File: src/rtl/pipe_pkg.sv
// pipe_pkg: shared constants for the pipeline hazard controller.
//   FWD_RF          forwarding index meaning "take operand from the register file"
//   SLOT_EX/MEM/WB  slot indices of the post-decode shadow pipeline
//   F_*             bit positions of the flag fields inside a packed slot record
//   slot_w/f_rs/f_rt  record width and register-field offsets for a given address width
// Slot record layout (LSB first): valid, regwrite, memread, use_rs, use_rt, dst, rs, rt.
package pipe_pkg;

    localparam int FWD_RF   = 0;

    localparam int SLOT_EX  = 0;
    localparam int SLOT_MEM = 1;
    localparam int SLOT_WB  = 2;

    localparam int F_VALID    = 0;
    localparam int F_REGWRITE = 1;
    localparam int F_MEMREAD  = 2;
    localparam int F_USE_RS   = 3;
    localparam int F_USE_RT   = 4;
    localparam int F_DST      = 5;

    function automatic int slot_w(input int aw);
        return F_DST + 3 * aw;
    endfunction

    function automatic int f_rs(input int aw);
        return F_DST + aw;
    endfunction

    function automatic int f_rt(input int aw);
        return F_DST + 2 * aw;
    endfunction

endpackage

File: src/rtl/fwd_match.sv
// fwd_match: compares one EX source register against every older slot and
// returns the index of the youngest eligible producer (FWD_RF when none).
// Ports:
//   src_i       source register of the instruction in EX
//   src_en_i    EX slot is valid and actually reads this source
//   valid_i     per-slot valid
//   regwrite_i  per-slot regwrite
//   memread_i   per-slot memread (loads only eligible from slot LOAD_LAT on)
//   dst_i       per-slot destination, slot k at [k*AW +: AW]
//   fwd_o       priority-encoded forwarding index
module fwd_match
    import pipe_pkg::*;
#(
    parameter int AW       = 5,
    parameter int POST     = 3,
    parameter int LOAD_LAT = 1,
    parameter int FW       = $clog2(POST)
) (
    input  logic [AW-1:0]      src_i,
    input  logic               src_en_i,
    input  logic [POST-1:0]    valid_i,
    input  logic [POST-1:0]    regwrite_i,
    input  logic [POST-1:0]    memread_i,
    input  logic [POST*AW-1:0] dst_i,
    output logic [FW-1:0]      fwd_o
);

    // Scan oldest to youngest so the youngest match is the one left standing.
    always_comb begin
        fwd_o = FW'(FWD_RF);
        for (int k = POST - 1; k >= 1; k--) begin
            if (src_en_i && valid_i[k] && regwrite_i[k] &&
                (!memread_i[k] || k >= LOAD_LAT) &&
                (dst_i[k*AW +: AW] != '0) && (dst_i[k*AW +: AW] == src_i)) begin
                fwd_o = FW'(k);
            end
        end
    end

endmodule

File: src/rtl/pipe_hazard_ctrl.sv
// pipe_hazard_ctrl: load-use stall, redirect flush and operand forwarding
// control for an in-order pipeline. A shadow copy of the post-decode stages
// (slot 0 = EX ... slot POST-1 = WB) is kept here so hazard decisions need
// no feedback from the datapath.
// Ports:
//   Clk, Reset                    clock, synchronous active-high reset
//   id_valid, id_rs/rt, id_use_*  instruction in ID and which sources it reads
//   id_dst, id_regwrite/memread   ID destination and control bits
//   ex_redirect                   taken branch/jump resolved in EX
//   stall_if/stall_id/flush_id/bubble_ex  pipeline control, combinational
//   fwd_a/fwd_b                   EX operand source (0 = regfile, k = slot k)
//   slot_valid                    valid bit per shadow slot
//   stall_cnt/flush_cnt           saturating event counters
module pipe_hazard_ctrl
    import pipe_pkg::*;
#(
    parameter int AW       = 5,
    parameter int POST     = 3,
    parameter int LOAD_LAT = 1,
    parameter int CW       = 16
) (
    input  logic                    Clk,
    input  logic                    Reset,
    input  logic                    id_valid,
    input  logic [AW-1:0]           id_rs,
    input  logic [AW-1:0]           id_rt,
    input  logic                    id_use_rs,
    input  logic                    id_use_rt,
    input  logic [AW-1:0]           id_dst,
    input  logic                    id_regwrite,
    input  logic                    id_memread,
    input  logic                    ex_redirect,
    output logic                    stall_if,
    output logic                    stall_id,
    output logic                    flush_id,
    output logic                    bubble_ex,
    output logic [$clog2(POST)-1:0] fwd_a,
    output logic [$clog2(POST)-1:0] fwd_b,
    output logic [POST-1:0]         slot_valid,
    output logic [CW-1:0]           stall_cnt,
    output logic [CW-1:0]           flush_cnt
);

    localparam int SW   = slot_w(AW);
    localparam int RS_L = f_rs(AW);
    localparam int RT_L = f_rt(AW);
    localparam logic [CW-1:0] CNT_ONE = CW'(1);

    logic [POST-1:0][SW-1:0] slot_q, slot_d;
    logic [CW-1:0]           stall_cnt_q, stall_cnt_d;
    logic [CW-1:0]           flush_cnt_q, flush_cnt_d;

    logic [POST-1:0]         sv_valid, sv_regwrite, sv_memread;
    logic [POST*AW-1:0]      sv_dst;
    logic                    load_hit, load_haz, stall_ev;

    // The WB slot's source fields are carried only for uniformity of the record.
    logic                    unused_tail;
    assign unused_tail = ^slot_q[POST-1];

    always_comb begin
        sv_valid    = '0;
        sv_regwrite = '0;
        sv_memread  = '0;
        sv_dst      = '0;
        for (int k = 0; k < POST; k++) begin
            sv_valid[k]          = slot_q[k][F_VALID];
            sv_regwrite[k]       = slot_q[k][F_REGWRITE];
            sv_memread[k]        = slot_q[k][F_MEMREAD];
            sv_dst[k*AW +: AW]   = slot_q[k][F_DST +: AW];
        end
    end

    // A load that has not yet produced its data (slots below LOAD_LAT)
    // and writes a register the ID instruction reads forces a stall.
    always_comb begin
        load_hit = 1'b0;
        for (int j = 0; j < LOAD_LAT; j++) begin
            if (slot_q[j][F_VALID] && slot_q[j][F_MEMREAD] && slot_q[j][F_REGWRITE] &&
                (slot_q[j][F_DST +: AW] != '0) &&
                ((id_use_rs && (slot_q[j][F_DST +: AW] == id_rs)) ||
                 (id_use_rt && (slot_q[j][F_DST +: AW] == id_rt)))) begin
                load_hit = 1'b1;
            end
        end
        load_haz = id_valid && load_hit;
    end

    // Redirect wins: the ID instruction is on the wrong path anyway.
    always_comb begin
        stall_if  = 1'b0;
        stall_id  = 1'b0;
        flush_id  = 1'b0;
        bubble_ex = 1'b0;
        if (ex_redirect) begin
            flush_id  = 1'b1;
            bubble_ex = 1'b1;
        end else if (load_haz) begin
            stall_if  = 1'b1;
            stall_id  = 1'b1;
            bubble_ex = 1'b1;
        end
        stall_ev = load_haz && !ex_redirect;
    end

    always_comb begin
        slot_d = slot_q;
        for (int k = POST - 1; k >= 1; k--) begin
            slot_d[k] = slot_q[k-1];
        end
        slot_d[SLOT_EX]                 = '0;
        slot_d[SLOT_EX][F_VALID]        = id_valid && !bubble_ex;
        slot_d[SLOT_EX][F_REGWRITE]     = id_regwrite;
        slot_d[SLOT_EX][F_MEMREAD]      = id_memread;
        slot_d[SLOT_EX][F_USE_RS]       = id_use_rs;
        slot_d[SLOT_EX][F_USE_RT]       = id_use_rt;
        slot_d[SLOT_EX][F_DST +: AW]    = id_dst;
        slot_d[SLOT_EX][RS_L +: AW]     = id_rs;
        slot_d[SLOT_EX][RT_L +: AW]     = id_rt;

        stall_cnt_d = stall_cnt_q;
        if (stall_ev && (stall_cnt_q != '1)) begin
            stall_cnt_d = stall_cnt_q + CNT_ONE;
        end
        flush_cnt_d = flush_cnt_q;
        if (ex_redirect && (flush_cnt_q != '1)) begin
            flush_cnt_d = flush_cnt_q + CNT_ONE;
        end
    end

    always_ff @(posedge Clk) begin
        if (Reset) begin
            slot_q      <= '0;
            stall_cnt_q <= '0;
            flush_cnt_q <= '0;
        end else begin
            slot_q      <= slot_d;
            stall_cnt_q <= stall_cnt_d;
            flush_cnt_q <= flush_cnt_d;
        end
    end

    fwd_match #(.AW(AW), .POST(POST), .LOAD_LAT(LOAD_LAT)) u_fwd_rs (
        .src_i      (slot_q[SLOT_EX][RS_L +: AW]),
        .src_en_i   (slot_q[SLOT_EX][F_VALID] && slot_q[SLOT_EX][F_USE_RS]),
        .valid_i    (sv_valid),
        .regwrite_i (sv_regwrite),
        .memread_i  (sv_memread),
        .dst_i      (sv_dst),
        .fwd_o      (fwd_a)
    );

    fwd_match #(.AW(AW), .POST(POST), .LOAD_LAT(LOAD_LAT)) u_fwd_rt (
        .src_i      (slot_q[SLOT_EX][RT_L +: AW]),
        .src_en_i   (slot_q[SLOT_EX][F_VALID] && slot_q[SLOT_EX][F_USE_RT]),
        .valid_i    (sv_valid),
        .regwrite_i (sv_regwrite),
        .memread_i  (sv_memread),
        .dst_i      (sv_dst),
        .fwd_o      (fwd_b)
    );

    assign slot_valid = sv_valid;
    assign stall_cnt  = stall_cnt_q;
    assign flush_cnt  = flush_cnt_q;

endmodule

File: config.mk
export PLATFORM = sky130hd
export DESIGN_NAME = pipe_hazard_ctrl
export DESIGN_NICKNAME = d
export VERILOG_FILES = /design/src/rtl/pipe_pkg.sv /design/src/rtl/fwd_match.sv /design/src/rtl/pipe_hazard_ctrl.sv
export SDC_FILE = /design/constraint.sdc
export NUM_CORES = 1
export LEC_CHECK = 0
export ABC_AREA = 1
export BUFFER_PORTS_ARGS = -buffer_cell sky130_fd_sc_hd__buf_4
export CAP_MARGIN = 5
export CORE_MARGIN = 5
export CORE_UTILIZATION = 55
export CTS_CLUSTER_SIZE = 12
export DETAILED_ROUTE_END_ITERATION = 8
export GPL_TIMING_DRIVEN = 0
export PLACE_DENSITY_LB_ADDON = 0.05
export SYNTH_ARGS = -nofsm -noshare
export SYNTH_HDL_FRONTEND = slang
export SYNTH_SLANG_ARGS = --single-unit
File: constraint.sdc
create_clock -name Clk -period 1.75 [get_ports Clk]
set_input_delay 0.0875 -clock Clk [delete_from_list [all_inputs] [get_ports Clk]]
set_output_delay 0.0875 -clock Clk [all_outputs]
set_load 0.005 [all_outputs]
* Yosys cells after proc, flatten, opt, wreduce, memory -nomap -nowiden
Index checks and enable logic that the tools add are counted.
** Word-level totals
- Register bits :: 72
- Input port bits :: 23
- Output and inout bits :: 43
** Operators by class
- $add $sub $neg :: 2
- Equal/unequal tests :: 8
- Mux-type cells :: 9
- Reductions and logical operators :: 35
** Operators with widths (count)
- $add 16x1->16 const B :: 2
- $ne 16x16->1 const B :: 2
- $eq 5x5->1 :: 6
- $logic_and 1x1->1 :: 29
- $reduce_bool 5->1 :: 3
- $mux 2 :: 4
- $mux 1 :: 5
- $logic_not 1->1 :: 2
- $logic_or 1x1->1 :: 1

* Longest topological paths before layout
Gate-level depths: netlist of the first run.
- Depth after elaboration :: 10
- Mapped depth :: 12
- Mapped depth without buffers :: 12

* By module
Synthesis of the first run repeated with hierarchy kept, for this count alone.
** Second synthesis, totals
- Cells, all modules :: 557
- Area, all modules :: 3558.4 µm²
** Modules (own cells, without submodules)
- pipe_hazard_ctrl :: instances 1, cells an instance 449, area an instance 3095.5 µm²
- fwd_match :: instances 2, cells an instance 54, area an instance 231.5 µm²

* Worst setup path before layout of the first run
No wires, ideal clock.
- Kind :: register -> register
- From :: register stall_cnt_q[0] (netlist: stall_cnt[0])
- To :: register stall_cnt_q[14] (netlist: stall_cnt[14])
- Library setup time :: 0.113 ns
- Arrival :: 1.398 ns
- Setup slack :: 0.239 ns
- Cell stages (with the launch flop) :: 10
- Buffers on the path :: 0
- Cells stage by stage :: dfxtp_1 -> ha_1 -> nand2_2 -> nor2_4 -> nand4_4 -> or2_1 -> nor2_2 -> nand2_1 -> nand2_1 -> nor2_1
** Between the ends
- Longest elaborated chain between the ends :: 2
- Elaborated cells on any way between the ends :: 3
** RTL lines
- from (decl) :: line pipe_hazard_ctrl.sv:50 : logic [CW-1:0] stall_cnt_q, stall_cnt_d;
- from (signal assigned) :: line pipe_hazard_ctrl.sv:138 : stall_cnt_q <= stall_cnt_d;
- branches (longest 2 deep; another with $add 16x1->16)
Parallel ways; which one is timed is not known.
A chain may end at the register's enable or synchronous reset.

* Final worst setup path of the first run
- From :: register slot_q (netlist bit slot_d[29])
- To :: output port stall_if
** Between the ends
- Longest elaborated chain between the ends :: 8
- Elaborated cells on any way between the ends :: 12
** RTL lines
- from (decl) :: line pipe_hazard_ctrl.sv:49 : logic [POST-1:0][SW-1:0] slot_q, slot_d;
- from (signal assigned) :: line pipe_hazard_ctrl.sv:137 : slot_q <= slot_d;
- $eq 5x5->1, on equally long branches :: line pipe_hazard_ctrl.sv:81, pipe_hazard_ctrl.sv:82
- $logic_and 1x1->1, on equally long branches :: line pipe_hazard_ctrl.sv:81, pipe_hazard_ctrl.sv:82
- $logic_or 1x1->1 :: line pipe_hazard_ctrl.sv:81 : ((id_use_rs && (slot_q[j][F_DST +: AW] == id_rs)) ||
- $logic_and 1x1->1 (*) :: line pipe_hazard_ctrl.sv:80 : (slot_q[j][F_DST +: AW] != '0) &&
- $mux 1 (*) :: line pipe_hazard_ctrl.sv:79 : if (slot_q[j][F_VALID] && slot_q[j][F_MEMREAD] && slot_q[j][F_REGWRITE] &&
- $logic_and 1x1->1 (*) :: line pipe_hazard_ctrl.sv:86 : load_haz = id_valid && load_hit;
- $mux 1 (*) :: line pipe_hazard_ctrl.sv:98 : end else if (load_haz) begin
- $mux 1 (*) :: line pipe_hazard_ctrl.sv:95 : if (ex_redirect) begin
- to (decl) :: line pipe_hazard_ctrl.sv:33 : output logic stall_if,
Mark *: on every way between the ends. The rest lies on a longest branch, timed or not.

==> flow_metrics.py, run 1 <==
metrics = {
    "status": {
        "status": "finished clean",
    },
    "clock_network": {
        "cts_sinks": 66,
        "ctsLongestPathBuffers": 2,
        "clk_pin_slew_worst_paths_ns": 0.07,
        "cts_tree": "done",
        "numCtsBuffers": 9,
        "cts_max_level": 3,
        "clk_latency_ns": 0.35,
        "clockRootBuffer": "clkbuf_8",
    },
    "synthesis": {
        "synth_top_family_by_area": "simple AND/OR/NAND/NOR gates",
        "yosys_warnings": 0,
        "yosys.area_share.xor_xnor": 0.0525,
        "syn_avg_cell_area_um2": 6.88,
        "synth-compound-area-share": 0.0510,
        "yosys_register_bits": 66,
        "syn_area_um2": 3340,
        "synth_mux_area_frac": 0,
        "yosys.area_share.adder": 0.00750,
        "synthDistinctLibCells": 31,
        "synthCells": 485,
        "synth_nets": 510,
        "synth_ff_type": "dfxtp_1",
        "ys_seq_area_frac": 0.396,
        "async_reset_ff_frac": 0,
        "synth_edf_count": 0,
        "synth_simple_gate_area_frac": 0.386,
    },
    "global_routing": {
        "grt_usage": 0.210,
        "grt_pass1_wl_um": 12700,
        "globalRoute.totalOverflow": 0,
        "grt_pass1_vias": 2957,
        "antenna_found_initial": 0,
        "grt_max_degree": 12,
    },
    "die": {
        "core-area_um2": 5920,
        "rows": 28,
        "initial_utilization": 0.564,
        "ioPinCount": 66,
        "die_h_um": 87.9,
        "die_w_um": 87.9,
        "die-area_um2": 7720,
    },
    "timing": {
        "slew_headroom": 0.640,
        "fmax_mhz": 591,
        "worstMarginPinSlew_ns": 0.541,
        "rsz0062_at_grt": "true",
        "hold_viol": 0,
        "setup_slack_ns": 0.0593,
        "period_minus_slack_ns": 1.69,
        "finalCritPeriodShare": 0.966,
        "finClkSkew_ns": 0.00996,
        "setup-violations-final": 0,
        "drv_slew": 0,
        "tns_ns": 0,
    },
    "critical_path": {
        "critPathKind": "reg2out",
        "worst_ep_arrival_time_ns": 1.60,
        "cp-end-kind": "output pin",
        "critical_path_peak_fanout": 4,
        "crit_required_ns": 1.66,
        "cp-start-kind": "register",
        "r2r_slack_ns": 0.12,
    },
    "routing": {
        "drt-initial-drc-count": 110,
        "routed_wl_um": 7890,
        "wl_per_cell_um": 11.8,
        "ant_nets": 0,
        "vias_per_cell": 4.80,
        "first_pass_iters": 6,
        "route.detailed.drc": 0,
        "vias": 3213,
    },
    "min_path": {
        "worst_hold_path_type": "in2reg",
    },
    "final_layout": {
        "fillers": 477,
        "final_cell_mix": "112 x nand2_1, 96 x nor2_1, 79 x buf_4",
        "final_nets": 615,
        "area_delta_synth_final_pct": 33.2,
        "drive_gt1_frac": 0.256,
        "final_common_cell": "nand2_1",
        "n_antenna_cell": 0,
        "final_cells": 669,
    },
    "run": {
        "maxCapViolations": 0,
    },
    "place": {
        "place_ws_ns": 0.0998,
        "routabilityCongestion": 0.861,
        "placedCellCount": 624,
        "hpwlAfterDp_um": 5770,
        "portBuffers": 64,
    },
    "power_and_ir_drop": {
        "p_leak_nw": 2.04,
        "peakVddDrop_v": 0.000448,
        "powerDensity_nw_per_um2": 706,
    },
}
metrics by stage:
stage	instance area [µm²]	util	total power, mW	hold WS, ns
floorplan	3340	-	1.75	0.194
global placement	3910	0.661	1.84	0.286
detailed placement	3910	0.661	1.85	0.293
CTS	4320	0.729	3.14	0.0224
global route	4440	0.751	3.26	0.0438
finish	4440	0.751	3.14	0.0251
final timing paths:
check | depth (start not counted) | start | to
setup reg to reg | 9 | stall_cnt[2] | stall_cnt[13]
hold reg to reg | 2 | slot_d[41] | slot_q[41]
hold / removal | 3 | id_rs[0] | slot_d[30]
setup / recovery | 10 | slot_d[29] | stall_if
critical path, cell delays in order (launching register included):
cell	delay [ns]
dfxtp_2	0.35
inv_2	0.05
nand2_1	0.05
nand2_1	0.04
nor2_1	0.11
nand3_1	0.11
nand2_2	0.11
nand2_2	0.09
nor2_4	0.15
buf_6	0.12
buf_6	0.08
synth_stat cells (5+ instances only):
library cell | instances | area [µm²]
nand4_1 | 10 | 62.6
inv_2 | 6 | 22.5
nor3_1 | 11 | 55.1
buf_4 | 6 | 45.0
dfxtp_1 | 66 | 1320
nor2_4 | 7 | 78.8
nand2_1 | 115 | 432
nor2_1 | 97 | 364
nor2_2 | 7 | 43.8
xor2_1 | 8 | 70.1
inv_1 | 65 | 244
nand3_1 | 18 | 90.1
o21ai_0 | 13 | 65.1
clkbuf_1 | 5 | 18.8
xnor2_1 | 12 | 105
a21oi_1 | 15 | 75.1
routing by layer:
layer | vias up | track usage | wire length (µm)
li1 | 1702 | - | -
met1 | 1424 | 0.263 | 3650
met2 | 69 | 0.345 | 3680
met3 | 18 | 0.0517 | 386
met4 | 0 | 0.0893 | 172
met5 | - | 0 | 0
area by class of cell:
type / count / area (µm²) / share of cell area
plain buffers: 14 / 93.8 / 0.0211
clock buffers: 10 / 138 / 0.0310
clock inverters: 5 / 55.1 / 0.0124
inverters: 71 / 267 / 0.0600
multi-input cells: 335 / 1710 / 0.385
flip-flops and latches: 66 / 1340 / 0.301
well taps: 75 / 93.8 / 0.0211
repair buffers: 93 / 749 / 0.169
cell families after synthesis:
kind of cell | Yosys count
adders and majority gates | 2
xor gates and xnor gates | 20
DFF | 66
AOI/OAI and AO/OA | 31
and+or+nand+nor | 281
buffers and inverters | 85
what timing repair did:
item	4_1_cts	5_1_grt
hold buffers	18	0
pin swaps	1	8
setup buffers	2	9
hold endpoints to repair	18	0
gates cloned	0	1
setup endpoints to repair	6	25
resized for setup	8	19
where the power goes:
group | switching (mW) | internal (mW)
sequential | 0.0363 | 1.54
clock | 0.583 | 0.683
combinational | 0.146 | 0.147
total | 0.765 | 2.37
state kept, by name, summed over array words and instances (netlist names):
signal,count
flush_cnt,16
slot_d,25
slot_q,6
slot_valid,3
stall_cnt,16
No activity file was read; power rests on OpenSTA's default activity.
==> run 2: changes to the inputs <==
ABC_AREA = not set   (was 1)
CORE_UTILIZATION = 54   (was 55)
==> flow_metrics.py, run 2 <==
metrics = {
    "min_path": {
        "worst_hold_path_type": "in2reg",
        "holdPathEnd": "slot_valid[0]",
        "min_from": "id_valid",
        "holdPathStages": 2,
    },
    "synthesis": {
        "async_reset_ff_frac": 0,
        "yosys_register_bits": 66,
        "yosys_warnings": 0,
        "synthCells": 342,
        "ys_top_cells_by_count": "66 x dfxtp_1, 39 x nor2b_1, 27 x xor2_1",
        "syn_area_um2": 3080,
        "synth_nets": 367,
        "syn_avg_cell_area_um2": 9.00,
        "synth_area_leaders": "dfxtp_1 43%, nor2b_1 7.9%, xor2_1 7.7%, nor4_1 3.9%, xnor2_1 3.7%",
        "ys_seq_area_frac": 0.429,
        "synth_ff_type": "dfxtp_1",
        "synth_edf_count": 0,
        "synth_most_common_cell": "dfxtp_1",
        "synth_top_area_cell": "dfxtp_1",
        "synthDistinctLibCells": 45,
        "yosysTopAreaCellShare": 0.429,
    },
    "critical_path": {
        "critPathKind": "reg2out",
        "worst_ep_arrival_time_ns": 2.01,
        "critical_path_peak_fanout": 3,
        "cp-start-kind": "register",
        "timing.rr.start": "slot_d[29]",
        "worstRegToRegCells": 7,
        "crit_required_ns": 1.66,
        "r2r_slack_ns": -0.33,
        "worstReg2RegEnd": "stall_cnt[0]",
        "cp-end-kind": "output pin",
    },
    "timing": {
        "finClkSkew_ns": 0.00826,
        "rsz0062_at_grt": "true",
        "setup-violations-final": 24,
        "period_minus_slack_ns": 2.10,
        "tns_ns": -5.28,
        "slew_headroom": 0.627,
        "fmax_mhz": 476,
        "finalCritPeriodShare": 1.20,
        "setup_slack_ns": -0.351,
        "hold_viol": 0,
        "drv_slew": 0,
        "worstMarginPinSlew_ns": 0.559,
    },
    "routing": {
        "drt-initial-drc-count": 318,
        "vias": 3127,
        "first_pass_iters": 4,
        "wl_per_cell_um": 17.6,
        "route.detailed.drc": 0,
        "routed_wl_um": 9500,
        "ant_nets": 0,
        "vias_per_cell": 5.80,
    },
    "final_layout": {
        "area_delta_synth_final_pct": 49.1,
        "drive_gt1_frac": 0.394,
        "final_nets": 487,
        "n_antenna_cell": 0,
        "final_util": 0.833,
        "final_cell_mix": "90 x buf_4, 43 x dfxtp_1, 38 x nor2b_1",
        "final_common_cell": "buf_4",
        "final_area_um2": 4590,
        "fillers": 307,
        "final_cells": 539,
        "largest_reg_flops": 25,
    },
    "global_routing": {
        "antenna_found_initial": 0,
        "grt_pass1_wl_um": 14200,
        "grt_pass1_vias": 2985,
        "grt_max_degree": 13,
        "globalRoute.totalOverflow": 0,
        "grt_usage": 0.241,
    },
    "clock_network": {
        "cts_tree": "done",
        "clk_pin_slew_worst_paths_ns": 0.08,
        "clockRootBuffer": "clkbuf_8",
        "clk_latency_ns": 0.35,
        "cts_max_level": 3,
        "cts_sinks": 66,
        "ctsLongestPathBuffers": 2,
        "numCtsBuffers": 9,
    },
    "place": {
        "portBuffers": 65,
        "routabilityCongestion": 0.904,
        "dpl_cell_area_um2": 3680,
        "placedCellCount": 479,
        "hpwlAfterDp_um": 5710,
    },
    "power_and_ir_drop": {
        "p_total_mw": 3.18,
        "p_leak_nw": 1.79,
        "peakVddDrop_v": 0.000477,
        "powerDensity_nw_per_um2": 693,
    },
    "run": {
        "maxCapViolations": 0,
    },
    "die": {
        "core-area_um2": 5510,
        "die-area_um2": 7310,
        "die_h_um": 85.5,
        "rows": 27,
        "initial_utilization": 0.559,
        "ioPinCount": 66,
        "die_w_um": 85.5,
    },
    "status": {
        "violations": "negative setup slack",
        "status": "finished, violations left",
    },
}
run 2: cell types whose count changed in the layout (fill, tap and decap cells not counted), moves of 12 or more:
cell	delta
dfxtp_1	-12
xor2_1	+16
nand2_1	-98
nor2b_1	+38
nor2_1	-75
inv_1	-63
run 2: metrics by stage:
stage	hold WS, ns	setup WS, ns
after detailed placement	0.305	-0.370
after global placement	0.301	-0.343
after global routing	0.000630	-0.417
final	0.0143	-0.351
after floorplan	0.216	-0.0208
after CTS	0.0118	-0.298
run 2: layout make-up:
class	instances	area, µm²	share of cell area
timing repair buffer	110	898	0.196
clock inverter	6	67.6	0.0147
clock buffer	10	128	0.0278
inverter	2	7.51	0.00164
buffer	16	111	0.0243
sequential	66	1380	0.300
tap	72	90.1	0.0196
multi-input combinational	257	1910	0.416
run 2: where the power goes:
group / leakage, nW / internal [mW] / switching (mW)
combinational: 1.14 / 0.176 / 0.149
clock: 0.0925 / 0.660 / 0.617
sequential: 0.552 / 1.53 / 0.0439
run 2: what timing repair did:
item | 4_1_cts | 5_1_grt
resized for setup | 54 | 41
hold buffers | 17 | 0
setup endpoints to repair | 37 | 35
cloned | 1 | 0
pin swaps | 25 | 15
hold endpoints to repair | 17 | 0
setup buffers | 15 | 12
run 2: worst max-delay path, cell delays in order (launching register included):
cell	delay, ns
dfxtp_4	0.36
xor2_1	0.15
nor4_2	0.30
a32oi_2	0.18
buf_4	0.19
clkbuf_16	0.14
nor2_4	0.14
buf_6	0.11
buf_6	0.08
run 2: logic make-up after synthesis:
| kind of cell | share of synthesized area |
|---|---|
| AO/OA/AOI/OAI | 0.0882 |
| XOR/XNOR | 0.114 |
| adder cells (fa/ha/maj) | 0.00813 |
| buffers and inverters | 0.0297 |
| flip-flops | 0.429 |
| multiplexers | 0.0179 |
| AND/OR/NAND/NOR | 0.313 |
run 2: how the worst max path moves through the flow:
stage | startpoint | end | slack [ns] | depth (start not counted)
floorplan | stall_cnt[4] | stall_cnt[10] | -0.02 | 5
global placement | slot_d[25] | stall_if | -0.34 | 8
detailed placement | slot_d[25] | stall_if | -0.37 | 8
CTS | slot_d[29] | stall_if | -0.30 | 8
global route | slot_d[29] | stall_if | -0.42 | 8
finish | slot_d[29] | stall_if | -0.35 | 8
run 2: routing by layer:
layer,vias to the layer above,track usage,wire (µm)
li1,1478,-,-
met1,1473,0.289,3650
met2,139,0.410,4740
met3,37,0.0490,777
met4,0,0.121,333
met5,-,0,0
